File: src/rtl/zero_count_pkg.sv
// Shared types and helpers for the iterative zero-count scanner.
// Holds FSM state encoding, mode encoding and count-width helper.
package zero_count_pkg;

  typedef enum logic [1:0] {
    IDLE,
    SCAN,
    DONE
  } state_t;

  localparam logic MODE_TRAILING = 1'b0;
  localparam logic MODE_LEADING  = 1'b1;

  // Bits needed to hold a count of 0..width inclusive.
  function automatic int count_width(input int width);
    return $clog2(width) + 1;
  endfunction

endpackage

File: src/rtl/zero_count_chunk.sv
// Combinational trailing-zero counter for one scan chunk.
// An all-zero chunk reports WIDTH with nonzero low.
module zero_count_chunk
  import zero_count_pkg::*;
#(
  parameter int WIDTH = 8
) (
  input  logic [WIDTH-1:0]        chunk,
  output logic [$clog2(WIDTH):0]  count,
  output logic                    nonzero
);

  localparam int TW = $clog2(WIDTH) + 1;

  always_comb begin
    count = TW'(WIDTH);
    for (int i = WIDTH - 1; i >= 0; i--) begin
      if (chunk[i]) count = TW'(i);
    end
  end

  assign nonzero = |chunk;

endmodule

File: src/rtl/zero_count_scanner.sv
// Handshaked leading/trailing zero counter scanning one chunk per cycle.
// Stops at the first nonzero chunk; all-zero operands raise dout_zero.
module zero_count_scanner
  import zero_count_pkg::*;
#(
  parameter int DATA_WIDTH  = 32,
  parameter int CHUNK_WIDTH = 8,
  localparam int NUM_CHUNKS = DATA_WIDTH / CHUNK_WIDTH,
  localparam int CW         = count_width(DATA_WIDTH)
) (
  input  logic                  clk,
  input  logic                  reset,
  input  logic                  din_valid,
  output logic                  din_ready,
  input  logic [DATA_WIDTH-1:0] din,
  input  logic                  mode,
  output logic                  dout_valid,
  input  logic                  dout_ready,
  output logic [CW-1:0]         dout,
  output logic                  dout_zero
);

  localparam int KW  = (NUM_CHUNKS > 1) ? $clog2(NUM_CHUNKS) : 1;
  localparam int TW  = $clog2(CHUNK_WIDTH) + 1;
  localparam logic [KW-1:0] K_LAST  = KW'(NUM_CHUNKS - 1);
  localparam logic [CW-1:0] CHUNK_C = CW'(CHUNK_WIDTH);
  localparam logic [CW-1:0] FULL_C  = CW'(DATA_WIDTH);

  state_t                state;
  logic [DATA_WIDTH-1:0] operand;
  logic                  scan_mode;
  logic [KW-1:0]         k;

  logic [CHUNK_WIDTH-1:0] raw;
  logic [CHUNK_WIDTH-1:0] sel;
  logic [TW-1:0]          count;
  logic                   nonzero;

  assign din_ready = (state == IDLE) && !reset;

  // Leading mode walks slices from the MSB and mirrors each one
  // so a single trailing-zero counter serves both directions.
  always_comb begin
    raw = '0;
    for (int c = 0; c < NUM_CHUNKS; c++) begin
      if (KW'(c) == k) begin
        if (scan_mode == MODE_LEADING)
          raw = operand[(NUM_CHUNKS-1-c)*CHUNK_WIDTH +: CHUNK_WIDTH];
        else
          raw = operand[c*CHUNK_WIDTH +: CHUNK_WIDTH];
      end
    end
    sel = raw;
    if (scan_mode == MODE_LEADING) begin
      for (int b = 0; b < CHUNK_WIDTH; b++)
        sel[b] = raw[CHUNK_WIDTH-1-b];
    end
  end

  zero_count_chunk #(
    .WIDTH(CHUNK_WIDTH)
  ) u_chunk (
    .chunk   (sel),
    .count   (count),
    .nonzero (nonzero)
  );

  always_ff @(posedge clk) begin
    if (reset) begin
      state      <= IDLE;
      operand    <= '0;
      scan_mode  <= MODE_TRAILING;
      k          <= '0;
      dout       <= '0;
      dout_zero  <= 1'b0;
      dout_valid <= 1'b0;
    end else begin
      unique case (state)
        IDLE: begin
          if (din_valid) begin
            operand   <= din;
            scan_mode <= mode;
            k         <= '0;
            state     <= SCAN;
          end
        end
        SCAN: begin
          if (nonzero) begin
            dout       <= CW'(k) * CHUNK_C + CW'(count);
            dout_zero  <= 1'b0;
            dout_valid <= 1'b1;
            state      <= DONE;
          end else if (k == K_LAST) begin
            dout       <= FULL_C;
            dout_zero  <= 1'b1;
            dout_valid <= 1'b1;
            state      <= DONE;
          end else begin
            k <= k + 1'b1;
          end
        end
        DONE: begin
          if (dout_ready) begin
            dout_valid <= 1'b0;
            state      <= IDLE;
          end
        end
        default: state <= IDLE;
      endcase
    end
  end

endmodule

File: config.mk
export PLATFORM = sky130hd
export DESIGN_NAME = zero_count_scanner
export DESIGN_NICKNAME = d
export VERILOG_FILES = /design/src/rtl/zero_count_pkg.sv /design/src/rtl/zero_count_chunk.sv /design/src/rtl/zero_count_scanner.sv
export SDC_FILE = /design/constraint.sdc
export NUM_CORES = 1
export LEC_CHECK = 0
export ABC_AREA = 1
export ABC_CLOCK_PERIOD_IN_PS = 2200
export CAP_MARGIN = 30
export CORE_AREA = 2 2 76 78
export CTS_BUF_LIST = sky130_fd_sc_hd__clkbuf_8
export DETAILED_ROUTE_END_ITERATION = 7
export DIE_AREA = 0 0 78 80
export GPL_TIMING_DRIVEN = 0
export PLACE_DENSITY = 0.73
export SYNTH_ARGS = -nofsm -noshare
export SYNTH_HDL_FRONTEND = slang
export SYNTH_SLANG_ARGS = --single-unit
export TNS_END_PERCENT = 5
File: constraint.sdc
create_clock -name clk -period 2.2 [get_ports clk]
set_clock_uncertainty 0.15 [all_clocks]
set_input_delay 0.22 -clock clk [delete_from_list [all_inputs] [get_ports clk]]
set_output_delay 0.22 -clock clk [all_outputs]
set_load 0.01 [all_outputs]
# Word level (Yosys, flattened, before mapping)
# Index checks and enable logic that the tools add are counted.
totals:
  out_inout_bits: 9
  ff_bits: 45
  word_cells: 66
  in_bits: 37
op_classes:
  n_reduce_logical: 13
  addsub: 2
  eq_ne: 11
  mux: 33
ops:
  columns: ["op", "n"]
  rows:
  - ["2-to-1 mux 8 bit", 9]
  - ["2-to-1 mux 4 bit", 8]
  - ["2-to-1 mux 2 bit", 7]
  - ["2-to-1 mux 6 bit", 2]
  - ["inequality test 2 bit, second input constant", 4]
  - ["OR reduction 8 bit", 1]
  - ["adder 5 x 4 -> 6 bit", 1]
  - ["case mux 2 bit (3 select lines)", 1]
  - ["AND reduction 3 bit", 2]
  - ["nonzero test 2 bit", 3]
  - ["== test 2 bit, first input constant", 2]
  - ["== test 2 bit, second input constant", 2]
  - ["zero test 2 bit", 2]
  - ["2-to-1 mux 1 bit", 4]
  - ["case mux 2 bit (2 select lines)", 1]
  - ["AND reduction 2 bit", 2]
  - ["AND reduction 4 bit", 1]
  - ["inequality test 3 bit, second input constant", 1]
  - ["adder 2 x 1 -> 2 bit, second input constant", 1]
  - ["== test 1 x 2 -> 1 bit, first input constant", 1]
  - ["== test 2 x 1 -> 1 bit, second input constant", 1]
  - ["case mux 1 bit (2 select lines)", 1]
  - ["logical AND 1 bit", 1]
  - ["zero test 1 bit", 1]

# Longest topological paths before layout
# Gate-level depths: netlist (run 1).
logic_depth:
  depth_word: 16
  depth_mapped: 20
  ltp_nobuf: 20

# By module
# Synthesis (run 1) repeated with hierarchy kept, for this count alone.
hier_totals:
  cells_unflattened: 389
  hier_area_um2: 2507.4
modules_own_cells:
  columns: ["mod", "n_inst", "area_per_inst_um2", "cells_each", "seq_area_each_um2"]
  rows:
  - ["zero_count_scanner", 1, 2388.5, 366, 900.9]
  - ["zero_count_chunk", 1, 118.9, 23, 0.0]

# Worst setup path after synthesis (run 1)
# No wires, ideal clock.
synth_timing:
  path_kind: "flip-flop to flip-flop"
  start: "reg k[0]"
  end: "reg dout[4]"
  synth_period_minus_slack_ns: 2.451
  path_stages_with_launch: 19
  required_ns: 1.915
  slack_ns: -0.251
  path_buffers: 1
  arrival_ns: 2.166
  setup_ns: 0.135
  path_cell_list: "dfxtp_1 inv_1 ha_1 inv_1 buf_2 a21oi_1 o21ai_1 nand2_1 nand2_1 nand3_1 nand2_1 nand2_2 nor2_4 nand2_4 inv_1 ha_1 ha_1 nand2_1 a21oi_1"
synth_between:
  elab_chain_cells: 16
  word_cells_on_any_way: 23
  cone_classes: "1 x add/sub; 4 x eq/ne; 14 x mux; 4 x reduce/logical"
synth_rtl:
  columns: ["element", "line", "source"]
  rows:
  - ["from (decl)", "zero_count_scanner.sv:32", "logic [KW-1:0] k;"]
  - ["from (signal assigned)", "zero_count_scanner.sv:99", "k <= k + 1'b1;"]
  - ["zero test 2 bit", "zero_count_scanner.sv:46", "if (KW'(c) == k) begin"]
  - ["2-to-1 mux 8 bit (4 in a row)", "zero_count_scanner.sv:46", null]
  - ["2-to-1 mux 8 bit", "zero_count_scanner.sv:54", "if (scan_mode == MODE_LEADING) begin"]
  - ["2-to-1 mux 4 bit (8 in a row)", "zero_count_chunk.sv:18", "if (chunk[i]) count = TW'(i);"]
  - ["adder 5 x 4 -> 6 bit", "zero_count_scanner.sv:89", "dout <= CW'(k) * CHUNK_C + CW'(count);"]
  - ["2-to-1 mux 6 bit", "zero_count_scanner.sv:88", "if (nonzero) begin"]
  - ["to (signal assigned)", "zero_count_scanner.sv:89", null]
  - ["to (decl)", "zero_count_scanner.sv:19", "output logic [CW-1:0] dout,"]
# Parallel ways exist; a longest one is shown, timed or not.
# A chain may end at the register's enable or synchronous reset.

# Final worst setup path (run 1)
# Same ends and word-level chain as after synthesis.

==> results.sh, run 1 <==
export IMPL_core_area_mm2=0.00541
export IMPL_die_h_um=80
export IMPL_antenna_found_initial=0
export IMPL_cts_made_buffers=5
export IMPL_min_path_type="in2reg"
export IMPL_drive_gt1_share_pct=21.6
export IMPL_fin_ws_ns=-0.258
export IMPL_violations="negative setup slack"
export IMPL_dpl_hpwl_mm=5.29
export IMPL_worst_ep_required_time_ns=2.28
export IMPL_grt_max_degree=15
export IMPL_clk_pin_slew_ns=0.09
export IMPL_grt_pass1_wl_mm=11.8
export IMPL_clock_sinks=45
export IMPL_period_share_pct=112
export IMPL_start_util_pct=47.7
export IMPL_finalHoldViolations=0
export IMPL_yosys_top_cells_area="dfxtp_1, nand2_1, a21oi_1"
export IMPL_finalPower_mw=2.53
export IMPL_period_needed_ns=2.46
export IMPL_worstSetupPathType="reg2reg"
export IMPL_fill_cells=493
export IMPL_worstPathArrival_ns=2.53
export IMPL_netlist_area_mm2=0.00258
export IMPL_startpoint="k[0]"
export IMPL_ys_seq_area_share_pct=34.9
export IMPL_drc=0
export IMPL_syn_inst=387
export IMPL_area_growth_pct=37.6
export IMPL_r2r_setup_slack_ns=-0.26
export IMPL_maxCapViolCount=0
export IMPL_multiInputGateArea_mm2=0.00156
export IMPL_setup_tns_ns=-1.73
export IMPL_r2r_start="k[0]"
export IMPL_status="complete, but fails checks"
export IMPL_yosys_most_used_dff="dfxtp_1"
export IMPL_numPortBuffers=44
export IMPL_syn_nets=430
export IMPL_p_leak_nw=1.55
export IMPL_worstSetupEndpoint="dout[4]"
export IMPL_clock_root_buffer="clkbuf_8"
export IMPL_finalSetupViolCount=12
export IMPL_avgRoutedWirePerCell_um=13.7
export IMPL_firstDrtPassIters=4
export IMPL_num_vias=2711
export IMPL_insertion_delay_ns=0.30
export IMPL_pwr_density_cell_mw_per_mm2=712
export IMPL_htree_num_levels=2
export IMPL_slew_violations=0
export IMPL_synth_area_leader_cell="dfxtp_1"
export IMPL_row_count=27
export IMPL_worstSetupEndpointType="flop"
export IMPL_ys_ff_latch=45
export IMPL_ant_nets=0
export IMPL_max_freq_ghz=0.407
export IMPL_grt_overflow=0
export IMPL_synth_edf_count=0
export IMPL_track_usage_pct=23.9
export IMPL_grt_pass1_vias=2470
export IMPL_grt_setup_unrepaired="yes"
export IMPL_fin_nets=495
export IMPL_critPathMaxFanout=8
export IMPL_postSynthAreaPerCell_um2=6.66
export IMPL_synth_warning_count=0
export IMPL_ios=46
export IMPL_synthArstFlopShare_pct=0
export IMPL_diodes=0
export IMPL_tightest_slew_ns=0.642
export IMPL_max_slew_margin_pct=57.0
export IMPL_synth_cell_types=28
export IMPL_synth_top_cell_area_share_pct=34.9
export IMPL_whs_ns=0.165
export IMPL_wl_mm=7.21
export IMPL_regToRegEndpoint="dout[4]"
export IMPL_gp_congestion=0.922
export IMPL_cp_start_kind="flop"
export IMPL_cts_buffer_depth=2
export IMPL_seq_area_um2=908
export IMPL_dieWidth_um=78
export IMPL_die_area_mm2=0.00624
export IMPL_peakVddDrop_mv=0.381
export IMPL_viasPerCell=5.16
export IMPL_reg2regPathDepth=19
export IMPL_hp_start="reset"
export IMPL_drtIter0Drc=158
export IMPL_cts_tree="done"
[through the flow]
stage	setup WS, ns	instances	utilization, %	instance area, um2
after global placement	-0.385	503	58.9	3180
after floorplan	-0.0559	387	-	2650
final	-0.258	525	65.6	3550
after detailed placement	-0.388	503	58.9	3180
after global routing	-0.380	525	65.6	3550
after CTS	-0.219	524	63.9	3450
[cell usage in the layout, fill, tap and decap left out, types with 12 or more instances in the layout]
master           netlist  layout
a21oi_1               55      55
buf_4                  1      15
clkbuf_1              12      12
clkdlybuf4s50_1        0      44
dfxtp_1               45      43
inv_1                 42      37
nand2_1               91      75
nand2_2                8      21
nand3_1               37      23
nand3_2                1      15
nor2_1                12      12
o21ai_0               39      37
o21ai_1               11      13
[cell usage after synthesis (2+ instances only)]
cell,count
o21ai_1,11
nor2_1,12
nand2_1,91
nor2_4,3
a21oi_1,55
nand2_2,8
clkbuf_1,12
ha_1,6
nand3_1,37
a21oi_2,2
buf_6,3
nand2_4,2
inv_1,42
buf_2,5
inv_2,3
dfxtp_1,45
o21ai_0,39
[area by class of cell]
cell class / instances / area share, %
flip-flops and latches: 45 / 25.6
clock buffers: 6 / 2.33
multi-input cells: 275 / 44.0
plain buffers: 21 / 3.88
clock inverters: 2 / 1.06
repair buffers: 59 / 15.5
inverters: 45 / 5.04
well taps: 72 / 2.54
[logic make-up (layout without fill, tap and decap cells)]
family / count (synthesis) / after routing / share of synthesized area [%]
DFF: 45 / 45 / 34.9
adders and majority gates: 6 / 6 / 2.91
AOI/OAI and AO/OA: 112 / 112 / 23.0
buffers and inverters: 67 / 133 / 11.5
and+or+nand+nor: 157 / 157 / 27.7
[worst max-delay path, stage by stage, from the launching register on]
cell and delay [ns]:
dfxtp_4 0.38, inv_4 0.07, ha_4 0.12, inv_2 0.04
nor2_4 0.26, nand3_2 0.15, nand2_1 0.08, nand2_1 0.05
nand2_1 0.07, nand2_2 0.06, nand3_1 0.08, nand2_2 0.08
nand2_2 0.08, nor2_4 0.04, nand2_4 0.07, inv_2 0.04
ha_4 0.15, ha_4 0.25, nand2_1 0.04, a21oi_1 0.11
[registers in the layout (all words and copies together), names as in the netlist]
name,count
dout,6
operand,32
dout_valid,1
scan_mode,1
dout_zero,1
k,2
state,2
[power breakdown]
part | internal, mW | switching, mW | total [mW]
sequential | 0.893 | 0.0396 | 0.932
clock | 0.370 | 0.286 | 0.656
combinational | 0.394 | 0.545 | 0.938
total | 1.66 | 0.870 | 2.53
[metal layers]
layer  track usage, %  wire, um  vias up
met3             2.83       327       14
met4             9.12       201        0
met5                0         0        -
met1             31.0      3170     1230
met2             40.5      3520       78
li1                 -         -     1389
[worst min path at each step]
stage	depth (start not counted)	end
finish	2	dout[2]
global placement	2	dout_zero
CTS	2	dout[2]
global route	2	dout[0]
floorplan	2	state[1]
detailed placement	2	dout_zero
[what timing repair did]
| item | in CTS | in global routing |
|---|---|---|
| hold buffers | 0 | 0 |
| gates resized for setup | 15 | 26 |
| pin swaps | 13 | 20 |
| cloned | 1 | 0 |
| endpoints found under the setup margin | 12 | 12 |
| buffers inserted | 13 | 1 |
Note: power is estimated with default switching activity, not from simulation.
==> run 2: changes to the inputs <==
--- a/config.mk
+++ b/config.mk
@@ -5,7 +5,6 @@
 export SDC_FILE = /design/constraint.sdc
 export NUM_CORES = 1
 export LEC_CHECK = 0
-export ABC_AREA = 1
 export ABC_CLOCK_PERIOD_IN_PS = 2200
 export CAP_MARGIN = 30
 export CORE_AREA = 2 2 76 78
==> results.sh, run 2 <==
export IMPL_worst_ep_required_time_ns=2.28
export IMPL_syn_inst=307
export IMPL_max_slew_margin_pct=59.9
export IMPL_gp_congestion=0.890
export IMPL_row_count=27
export IMPL_fill_cells=442
export IMPL_clock_sinks=45
export IMPL_hold_buffers=0
export IMPL_netlist_area_mm2=0.00257
export IMPL_maxCapViolCount=0
export IMPL_p_leak_nw=1.24
export IMPL_insertion_delay_ns=0.30
export IMPL_min_path_type="in2reg"
export IMPL_placed_cells=423
export IMPL_synthArstFlopShare_pct=0
export IMPL_cp_depth=10
export IMPL_die_h_um=80
export IMPL_placed_area_mm2=0.00317
export IMPL_finalSetupViolCount=12
export IMPL_r2r_start="k[1]"
export IMPL_yosys_top_cells_area="dfxtp_1, nand2_1, mux2i_1"
export IMPL_max_freq_ghz=0.401
export IMPL_drc=0
export IMPL_yosysMostFrequentCell="nand2_1"
export IMPL_drtIter0Drc=224
export IMPL_cts_made_buffers=5
export IMPL_fin_cells=450
export IMPL_worstSetupEndpoint="dout[0]"
export IMPL_grt_setup_unrepaired="yes"
export IMPL_violations="negative setup slack"
export IMPL_synth_area_leader_cell="dfxtp_1"
export IMPL_synthTopCellsByCount="nand2_1, dfxtp_1, a21oi_1, mux2i_1, clkbuf_1"
export IMPL_period_needed_ns=2.50
export IMPL_pwr_density_cell_mw_per_mm2=711
export IMPL_clk_pin_slew_ns=0.09
export IMPL_synth_edf_count=0
export IMPL_reg2regPathDepth=10
export IMPL_antenna_found_initial=0
export IMPL_firstDrtPassIters=4
export IMPL_critPathMaxFanout=6
export IMPL_tightest_slew_ns=0.601
export IMPL_design_area_mm2=0.00366
export IMPL_synth_cell_types=48
export IMPL_yosys_most_used_dff="dfxtp_1"
export IMPL_largest_reg_flops=32
export IMPL_clock_root_buffer="clkbuf_8"
export IMPL_fin_ws_ns=-0.296
export IMPL_ios=46
export IMPL_area_growth_pct=42.3
export IMPL_drive_gt1_share_pct=21.4
export IMPL_crit_path_top_delay_cell="a221o_1"
export IMPL_layout_commonest_cell="nand2_1"
export IMPL_finalHoldViolations=0
export IMPL_dieWidth_um=78
export IMPL_cp_start_kind="flop"
export IMPL_grt_pass1_wl_mm=11.5
export IMPL_worstSetupPathType="reg2reg"
export IMPL_diodes=0
export IMPL_synth_top_cell_area_share_pct=35.0
export IMPL_grt_max_degree=14
export IMPL_grt_pass1_vias=2384
export IMPL_core_area_mm2=0.00541
export IMPL_ys_ff_latch=45
export IMPL_period_share_pct=113
export IMPL_regToRegEndpoint="dout[0]"
export IMPL_postSynthAreaPerCell_um2=8.38
export IMPL_layout_common_cells="nand2_1, clkdlybuf4s50_1, dfxtp_1"
export IMPL_slew_violations=0
export IMPL_grt_overflow=0
export IMPL_peakVddDrop_mv=0.344
export IMPL_htree_num_levels=2
export IMPL_path_buf_inv=2
export IMPL_viasPerCell=5.69
export IMPL_numPortBuffers=44
export IMPL_max_stage_delay_ns=0.43
export IMPL_worstPathArrival_ns=2.57
export IMPL_fin_nets=420
export IMPL_r2r_setup_slack_ns=-0.30
export IMPL_num_vias=2561
export IMPL_die_area_mm2=0.00624
export IMPL_synth_warning_count=0
export IMPL_regMostFlops="operand"
export IMPL_cts_tree="done"
export IMPL_worstPathCellList="inv_4 -> ha_4 -> nand2b_4 -> o22a_1 -> a221o_1 -> buf_4 -> o2111a_1 -> a211oi_2 -> o221ai_1 -> a21oi_1"
export IMPL_dpl_hpwl_mm=4.99
export IMPL_worstSetupEndpointType="flop"
export IMPL_largest_registers="operand (32), dout (6)"
export IMPL_crit_family="compound AO/OA/AOI/OAI gates"
export IMPL_cts_buffer_depth=2
export IMPL_ant_nets=0
export IMPL_syn_nets=350
export IMPL_start_util_pct=47.6
export IMPL_startpoint="k[1]"
export IMPL_ys_seq_area_share_pct=35.0
export IMPL_track_usage_pct=23.3
export IMPL_avgRoutedWirePerCell_um=16.6
export IMPL_status="complete, but fails checks"
export IMPL_wl_mm=7.46
-- run 2: metrics by stage --
stage	setup WS, ns	total power [mW]	TNS, ns	hold WS [ns]	utilization [%]
final	-0.296	2.60	-2.44	0.211	67.7
after global routing	-0.386	2.72	-3.58	0.237	67.7
after detailed placement	-0.552	1.75	-4.60	0.302	58.6
after global placement	-0.507	1.73	-4.12	0.288	58.6
after CTS	-0.267	2.53	-2.46	0.161	65.4
after floorplan	-0.233	1.51	-0.919	0.206	-
-- run 2: cells by family (layout without fill, tap and decap cells) --
logic type	Yosys count	in the layout	synth area share, %
buf+inv	26	97	5.64
fa+ha+maj	6	6	2.92
compound gates	86	86	23.2
simple gates	115	115	21.8
flops	45	45	35.0
mux	29	29	11.3
-- run 2: area by class of cell --
class | count | area, um2 | area share [%]
multi-input cells | 236 | 1740 | 47.6
inverters | 6 | 31.3 | 0.855
repair buffers | 65 | 639 | 17.5
clock inverters | 2 | 33.8 | 0.923
flip-flops and latches | 45 | 912 | 24.9
plain buffers | 18 | 129 | 3.52
clock buffers | 6 | 82.6 | 2.26
well taps | 72 | 90.1 | 2.46
-- run 2: where the power goes --
group / internal [mW] / total (mW) / switching [mW] / leakage, nW
combinational: 0.484 / 0.970 / 0.486 / 0.806
clock: 0.366 / 0.654 / 0.288 / 0.0626
sequential: 0.894 / 0.976 / 0.0823 / 0.371
-- run 2: routing by layer --
metal	wire [um]	global-route usage [%]	vias up
li1	-	-	1235
met1	3300	30.5	1229
met2	3650	39.7	84
met3	384	3.51	13
met4	135	7.19	0
met5	0	0	-
-- run 2: how the worst min path moves through the flow --
stage / startpoint / to / slack, ns / cells after the start
final: reset / operand[14] / 0.21 / 2
after global routing: reset / operand[14] / 0.24 / 2
after CTS: reset / operand[14] / 0.16 / 2
after detailed placement: dout[0] / dout[0] / 0.30 / 2
after global placement: dout[0] / dout[0] / 0.29 / 2
after floorplan: din[17] / operand[17] / 0.21 / 2
-- run 2: repair_timing --
action	4_1_cts	5_1_grt
buffers inserted	17	3
cloned	0	1
resized for setup	26	18
pin swaps	14	15
setup endpoints to repair	12	12
